## config.mk

```make
export PLATFORM = sky130hd
export DESIGN_NAME = alu_arbiter
export DESIGN_NICKNAME = d
export VERILOG_FILES = /design/src/rtl/alu_arbiter_pkg.sv /design/src/rtl/alu_arbiter_rsp_slot.sv /design/src/rtl/alu_arbiter.sv
export SDC_FILE = /design/constraint.sdc
export NUM_CORES = 1
export LEC_CHECK = 0
export CAP_MARGIN = 15
export CORE_ASPECT_RATIO = 1.25
export CORE_MARGIN = 2
export CORE_UTILIZATION = 25
export DETAILED_ROUTE_END_ITERATION = 8
export PLACE_DENSITY = 0.74
export SLEW_MARGIN = 5
export SYNTH_ARGS = -nofsm -noshare
export SYNTH_HDL_FRONTEND = slang
export SYNTH_HIERARCHICAL = 1
export SYNTH_SLANG_ARGS = --single-unit
```

## constraint.sdc

```tcl
create_clock -name clk -period 2.1 [get_ports clk]
set_clock_uncertainty 0.2 [all_clocks]
set_input_delay 0.315 -clock clk [delete_from_list [all_inputs] [get_ports clk]]
set_output_delay 0.315 -clock clk [all_outputs]
set_load 0.01 [all_outputs]
```

## src/rtl/alu_arbiter_pkg.sv

```systemverilog
// Shared definitions for the ALU arbiter: port count, arbitration pointer
// reset value, default widths and the ALU op-code encodings.
package alu_arbiter_pkg;

  localparam int       NUM_PORTS = 2;
  localparam int       XLEN_DEF  = 32;
  localparam int       TAGW_DEF  = 4;
  // Pointer starts at port 1 so that port 0 wins the first contention.
  localparam logic     LAST_RST  = 1'b1;

  typedef enum logic [3:0] {
    ALU_ADD    = 4'd0,
    ALU_SUB    = 4'd1,
    ALU_AND    = 4'd2,
    ALU_OR     = 4'd3,
    ALU_XOR    = 4'd4,
    ALU_SLT    = 4'd5,
    ALU_SLTU   = 4'd6,
    ALU_SLL    = 4'd7,
    ALU_SRL    = 4'd8,
    ALU_SRA    = 4'd9,
    ALU_COPY_B = 4'd10
  } alu_op_e;

endpackage

```

## src/rtl/alu_arbiter_rsp_slot.sv

```systemverilog
// One-entry response buffer holding an ALU result and its tag.
// A load always wins over a drain, so drain-and-refill keeps valid high.
module alu_rsp_slot
  import alu_arbiter_pkg::*;
#(
  parameter int XLEN = XLEN_DEF,
  parameter int TAGW = TAGW_DEF
) (
  input  logic            clk,
  input  logic            rst_n,
  input  logic            i_load,
  input  logic [XLEN-1:0] i_result,
  input  logic [TAGW-1:0] i_tag,
  input  logic            i_ready,
  output logic            o_valid,
  output logic            o_free,
  output logic [XLEN-1:0] o_result,
  output logic [TAGW-1:0] o_tag
);

  logic            r_valid;
  logic [XLEN-1:0] r_result;
  logic [TAGW-1:0] r_tag;

  // Slot fill/drain; data only changes on a load so it holds under backpressure.
  always_ff @(posedge clk or negedge rst_n) begin
    if (!rst_n) begin
      r_valid  <= 1'b0;
      r_result <= '0;
      r_tag    <= '0;
    end else if (i_load) begin
      r_valid  <= 1'b1;
      r_result <= i_result;
      r_tag    <= i_tag;
    end else if (i_ready) begin
      r_valid  <= 1'b0;
    end
  end

  assign o_free   = !r_valid || i_ready;
  assign o_valid  = r_valid;
  assign o_result = r_result;
  assign o_tag    = r_tag;

endmodule

```

## src/rtl/alu_arbiter.sv

```systemverilog
// Two-port arbiter sharing one combinational ALU between the core pipeline
// (port 0) and an auxiliary unit (port 1). Results land one cycle later in a
// per-port response slot.
// Build option: define ALU_ARBITER_RR_EN for round-robin arbitration;
// otherwise port 0 has fixed priority on contention.
module alu_arbiter
  import alu_arbiter_pkg::*;
#(
  parameter int XLEN = XLEN_DEF,
  parameter int TAGW = TAGW_DEF
) (
  input  logic            clk,
  input  logic            rst_n,
  input  logic            req0_valid,
  output logic            req0_ready,
  input  logic [3:0]      req0_op,
  input  logic [XLEN-1:0] req0_a,
  input  logic [XLEN-1:0] req0_b,
  input  logic [TAGW-1:0] req0_tag,
  input  logic            req1_valid,
  output logic            req1_ready,
  input  logic [3:0]      req1_op,
  input  logic [XLEN-1:0] req1_a,
  input  logic [XLEN-1:0] req1_b,
  input  logic [TAGW-1:0] req1_tag,
  output logic [3:0]      alu_op,
  output logic [XLEN-1:0] alu_a,
  output logic [XLEN-1:0] alu_b,
  input  logic [XLEN-1:0] alu_result,
  output logic            rsp0_valid,
  input  logic            rsp0_ready,
  output logic [XLEN-1:0] rsp0_result,
  output logic [TAGW-1:0] rsp0_tag,
  output logic            rsp1_valid,
  input  logic            rsp1_ready,
  output logic [XLEN-1:0] rsp1_result,
  output logic [TAGW-1:0] rsp1_tag,
  output logic            busy
);

  logic w_free0, w_free1;
  logic w_elig0, w_elig1;
  logic w_grant0, w_grant1;

  assign w_elig0 = req0_valid && w_free0;
  assign w_elig1 = req1_valid && w_free1;

`ifdef ALU_ARBITER_RR_EN
  logic r_last;

  // Remember the most recently granted port, updated on every grant.
  always_ff @(posedge clk or negedge rst_n) begin
    if (!rst_n) begin
      r_last <= LAST_RST;
    end else if (w_grant0) begin
      r_last <= 1'b0;
    end else if (w_grant1) begin
      r_last <= 1'b1;
    end
  end

  // On contention the port that was not granted last time wins.
  always_comb begin
    w_grant0 = w_elig0 && (!w_elig1 || r_last);
    w_grant1 = w_elig1 && (!w_elig0 || !r_last);
  end
`else
  // Fixed priority: port 0 always wins contention.
  always_comb begin
    w_grant0 = w_elig0;
    w_grant1 = w_elig1 && !w_elig0;
  end
`endif

  assign req0_ready = w_grant0;
  assign req1_ready = w_grant1;

  // Operand mux; idles on port 0's fields when nothing is granted.
  always_comb begin
    alu_op = req0_op;
    alu_a  = req0_a;
    alu_b  = req0_b;
    if (w_grant1) begin
      alu_op = req1_op;
      alu_a  = req1_a;
      alu_b  = req1_b;
    end
  end

  alu_rsp_slot #(.XLEN(XLEN), .TAGW(TAGW)) u_slot0 (
    .clk      (clk),
    .rst_n    (rst_n),
    .i_load   (w_grant0),
    .i_result (alu_result),
    .i_tag    (req0_tag),
    .i_ready  (rsp0_ready),
    .o_valid  (rsp0_valid),
    .o_free   (w_free0),
    .o_result (rsp0_result),
    .o_tag    (rsp0_tag)
  );

  alu_rsp_slot #(.XLEN(XLEN), .TAGW(TAGW)) u_slot1 (
    .clk      (clk),
    .rst_n    (rst_n),
    .i_load   (w_grant1),
    .i_result (alu_result),
    .i_tag    (req1_tag),
    .i_ready  (rsp1_ready),
    .o_valid  (rsp1_valid),
    .o_free   (w_free1),
    .o_result (rsp1_result),
    .o_tag    (rsp1_tag)
  );

  assign busy = rsp0_valid || rsp1_valid || req0_valid || req1_valid;

endmodule

```

# After elaboration in Yosys (flattened, before gate mapping)
# Index checks and enable logic that the tools add are counted.
# W data, S select, Z words.
# word_totals
regBits	74
latch_bits	0
mem_bits_rw	0
rom_bits	0
input_bits	182
output_inout_bits	145
n_memories	0
# op_classes
add_sub_neg	0
multipliers	0
n_div	0
n_lt_le_gt_ge	0
n_eq_ne	0
shifts	0
mux	7
bitwise_logic	0
n_reduce_logical	13
# ops
op	n
$mux W32	2
$logic_or A1 B1 Y1	5
$mux W1	4
$mux W4	1
$reduce_bool A2 Y1	2
$logic_and A1 B1 Y1	3
$logic_not A1 Y1	3

# Logic depth before layout (Yosys ltp)
# depth
ltp_word	6
depth_mapped	8

# Cells and area by module
# The synthesis kept the hierarchy.
# modules_own_cells
module	n_inst	cells_each	area_each_um2	seq_area_each_um2
alu_rsp_slot	2	79	1524.0	925.9
alu_arbiter	1	79	914.6	0.0

# Least setup slack after synthesis
# OpenSTA, ideal clock, no wires.
# synth_path
path_kind	reg-to-reg
startpoint	register u_slot0.r_valid (netlist: u_slot0/o_valid)
endpoint	register u_slot1.r_result[0] (netlist: u_slot1/o_result[0])
t_arrival_ns	1.676
setup_slack_ns	0.099
stages_incl_launch_ff	9
path_cell_list	dfrtp_1 > nand2b_1 > and2_4 > nor2_8 > buf_8 > buf_12 > buf_6 > buf_12 > mux2_4
# synth_via
elab_chain_cells	5
# synth_lines
element	line_no	source
from (decl)	alu_arbiter_rsp_slot.sv:21	logic r_valid;
from (signal assigned)	alu_arbiter_rsp_slot.sv:28	r_valid <= 1'b0;
from (signal assigned)	alu_arbiter_rsp_slot.sv:32	r_valid <= 1'b1;
from (signal assigned)	alu_arbiter_rsp_slot.sv:36	r_valid <= 1'b0;
$logic_not A1 Y1	alu_arbiter_rsp_slot.sv:40	assign o_free = !r_valid || i_ready;
$logic_or A1 B1 Y1	alu_arbiter_rsp_slot.sv:40	
via w_free0	alu_arbiter.sv:41	logic w_free0, w_free1;
$logic_and A1 B1 Y1	alu_arbiter.sv:45	assign w_elig0 = req0_valid && w_free0;
via req0_ready	alu_arbiter.sv:15	output logic req0_ready,
$logic_not A1 Y1	alu_arbiter.sv:71	w_grant1 = w_elig1 && !w_elig0;
$logic_and A1 B1 Y1	alu_arbiter.sv:71	
via req1_ready	alu_arbiter.sv:21	output logic req1_ready,
to (signal assigned)	alu_arbiter_rsp_slot.sv:33	r_result <= i_result;
to (decl)	alu_arbiter_rsp_slot.sv:22	logic [XLEN-1:0] r_result;
# The timed path passes the listed nets, and every way through them passes these cells.
# A chain may end at the register's enable or synchronous reset.

# Worst setup path in the final report
# layout_path
startpoint	register u_slot0.r_valid (netlist: u_slot0/o_valid)
endpoint	output alu_a[20]
# layout_via
elab_chain_cells	6
# layout_lines
element	line_no	source
$logic_not A1 Y1	alu_arbiter_rsp_slot.sv:40	
$logic_or A1 B1 Y1	alu_arbiter_rsp_slot.sv:40	
via w_free0	alu_arbiter.sv:41	
$logic_and A1 B1 Y1	alu_arbiter.sv:45	
$logic_not A1 Y1	alu_arbiter.sv:71	
$logic_and A1 B1 Y1	alu_arbiter.sv:71	
$mux W32	alu_arbiter.sv:83	if (w_grant1) begin
to (decl)	alu_arbiter.sv:27	output logic [XLEN-1:0] alu_a,
# The timed path passes the listed nets, and every way through them passes these cells.

==> results.txt <==
----------------------------------------------------
[Worst setup path]
  Startpoint kind of the worst setup timing path ... register
  Levels on crit path ... 9
  Crit end category ... primary output
  R2r worst-path depth ... 10
  Data arrival time at the worst-slack endpoint ... 1.97 ns
  Most Frequent Cell on Critical Path ... buf_12
  Crit Path Class ... register to primary output
  Delay of the slowest critical-path stage ... 0.40 ns
  List of cells traversed by the critical path ... nand2b_4 -> and2_4 -> nor2_8 -> buf_12 -> buf_12 -> buf_12 -> buf_16 -> mux2_4 -> buf_6
  Endpoint required time on the critical path ... 1.58 ns
  Slowest cell on the critical path ... dfrtp_1
  Bufs and invs on worst path ... 5
  Family of cells with the greatest summed delay on the critical path ... buffers and inverters
  Largest fanout on the critical path ... 5

[Yosys]
  Yosys synthesis warning count ... 6
  Post-synthesis cell type count ... 12
  Leading cell types by total area after synthesis ... dfrtp_1 47%, mux2_4 25%, mux2_2 21%, buf_12 3.5%, buf_4 0.95%
  Number of nets produced by synthesis ... 419
  Library cell occupying the most area in the post-synthesis netlist ... dfrtp_1
  Synthesized instance count ... 237
  Number of storage elements in the synthesis netlist ... 74
  Syn Area/Cell ... 16.7 sq um
  Fraction of synthesized cell area taken by the top area cell type ... 0.467
  Fraction of the yosys area taken by sequential cells ... 0.467
  Netlist area before placement ... 3960 sq um

[STA]
  Worst-case setup margin in the final layout ... -0.387 ns
  Post-layout min period ... 2.49 ns
  Setup repair after global routing missed its margin ... true
  Achievable clock frequency ... 402 MHz
  Fin Hold WS ... 0.228 ns
  Count of endpoints failing hold in the final timing report ... 0
  Final setup violating endpoints ... 72
  Actual transition at the worst max-transition pin ... 0.484 ns
  Worst slew margin relative to its limit ... 0.677
  Final clock period utilization by the worst path ... 1.18
  Final Max Slew Viols ... 0

[Outcome]
  Outcome ... finished, violations left
  Violated checks ... setup timing

[Die]
  Total Die Area ... 16,900 sq um
  Core box area ... 15,600 sq um
  Std cell rows ... 51
  Initial cell density of the core ... 0.255
  Horiz. Die Dim ... 117 um
  Number of I/O pins ... 327
  Chip height ... 145 um

[Global route]
  GRT overflow ... 0
  GR Util All Layers ... 0.193
  First-pass GRT wire length ... 23,600 um
  Number of antenna violations at the first check in global routing ... 2
  Pin count of the biggest net entering global routing ... 49
  Via count of the first global-routing pass ... 3,855

[Detailed routing]
  Vias per cell ... 4.25
  Number of design-rule violations left by the first detailed-router iteration ... 174
  DRT Pass-1 Iters ... 4
  Routed Antenna Nets ... 0
  Routed wire length ... 16,900 um
  Via total after detailed routing ... 3,489
  Residual DRC count ... 0
  Routed WL per cell ... 20.6 um

[Pwr]
  Clk pwr share ... 0.269
  NetSw ... 1.56 mW
  Internal Dissipation ... 4.21 mW
  Leak Pwr ... 3.70 nW
  Fraction of power spent switching nets ... 0.270
  Flop pwr share ... 0.318
  Gate power share ... 0.413
  Peak VDD IR ... 0.397 mV
  Total power density per cell area ... 689 nW/um^2

[Clock network]
  CTS sink cnt ... 74
  Clock latency at the later pin of the worst-skew pair ... 0.33 ns
  Clock tree from TritonCTS ... done
  Maximum level of the CTS H-tree ... 3
  TritonCTS buffer count ... 9
  Clock root cell ... clkbuf_16
  CTS Buffer Depth ... 2
  Worst-path clk slew ... 0.06 ns

[Place]
  Final estimated routing congestion in global placement ... 0.861
  Placed instance area ... 7380 sq um
  Port Buffers ... 326
  Number of cells after detailed placement ... 770
  Pre-CTS setup slack ... -0.742 ns
  Detailed placement HPWL ... 12,300 um

[Final layout]
  Layout Cells excl Fill ... 821
  Number of filler cells placed in the layout ... 1,352
  Layout area overhead ... 111%
  Seq. cell area ... 1850 sq um
  Non-Filler Cell Area, Final ... 8360 sq um
  Highest-count cells in the layout ignoring fill and taps ... 250 x clkdlybuf4s50_1, 103 x mux2_4, 74 x dfrtp_1
  Most common cell after layout, fill and taps aside ... clkdlybuf4s50_1
  Fraction of final layout cells sized beyond drive strength 1 ... 0.451
  Final #Nets ... 784
  Finished Core Util ... 0.537
  Area used by multi-input combinational logic ... 2050 sq um

[Worst hold path]
  Hold Path Cell Cnt ... 3
  Worst hold-check path type ... primary input to register

[Run]
  Number of violations of the max-capacitance limit ... 0

----------------------------------------------------
[synthesized netlist by cell type, drive strengths merged]
| cell type | number |
|---|---|
| dfrtp | 74 |
| and2 | 1 |
| nand2b | 4 |
| mux2 | 140 |
| nand2 | 1 |
| buf | 15 |
| nor2 | 1 |
| or4 | 1 |
[sequential cells by signal (all words and copies together), names as in the netlist]
register	count
u_slot1/o_tag	4
u_slot0/o_tag	4
u_slot1/o_result	32
u_slot0/o_valid	1
u_slot0/o_result	32
u_slot1/o_valid	1
[worst reg2reg max path, delay by kind of cell (launching register included)]
family	cells	cell delay (ns)
simple gates	3	0.29
buf+inv	6	0.80
flops	1	0.40
mux	1	0.30
[final timing paths]
kind / from / to / slack (ns)
setup / recovery: u_slot0/o_valid$_DFFE_PN0P_ / alu_a[20] / -0.39
hold / removal: rsp0_ready / u_slot0/o_valid$_DFFE_PN0P_ / 0.23
setup reg to reg: u_slot0/o_valid$_DFFE_PN0P_ / u_slot1/o_result[5]$_DFFE_PN0P_ / -0.01
hold reg to reg: u_slot0/o_tag[0]$_DFFE_PN0P_ / u_slot0/o_tag[0]$_DFFE_PN0P_ / 0.30
max in group asynchronous: rst_n / u_slot0/o_result[20]$_DFFE_PN0P_ / 0.80
min in group asynchronous: rst_n / u_slot1/o_tag[2]$_DFFE_PN0P_ / 0.28
[power by group through the flow]
stage / sequential, mW / combinational [mW] / clock, mW
final: 1.83 / 2.38 / 1.55
after global routing: 1.86 / 2.51 / 1.65
after CTS: 1.84 / 2.39 / 1.59
after detailed placement: 1.86 / 2.10 / 0
after global placement: 1.84 / 2.09 / 0
after floorplan: 1.96 / 0.764 / 0
[area by class of cell]
cell class	count	area share
clock inverter	7	0.00913
sequential	74	0.221
clock buffer	9	0.0269
antenna	2	0.000599
timing repair buffer	369	0.465
tap	212	0.0317
multi-input combinational	148	0.245
[metrics by stage]
step | power (mW) | TNS [ns]
2_1_floorplan | 2.72 | 0
3_3_place_gp | 3.93 | -72.61
3_5_place_dp | 3.96 | -69.43
4_1_cts | 5.82 | -21.10
5_1_grt | 6.02 | -24.14
6_report | 5.77 | -19.64
[kinds of logic after synthesis]
family	synth area share
buf+inv	0.0543
simple gates	0.0171
mux	0.461
flops	0.467
[repair_timing]
action / CTS / global route
pin swaps: 2 / 0
resized for setup: 395 / 10
setup endpoints to repair: 96 / 86
endpoints found under the hold margin: 18 / 0
gates cloned: 9 / 0
hold buffers: 1 / 0
buffers inserted: 24 / 5
[routing by layer]
metal	vias to the layer above	share of wire	GRT usage
li1	1590	-	-
met1	1685	0.41	0.240
met2	201	0.50	0.332
met3	13	0.079	0.0508
met4	0	0.013	0.0495
met5	-	0	0
Power figures use the tool's default switching activity.
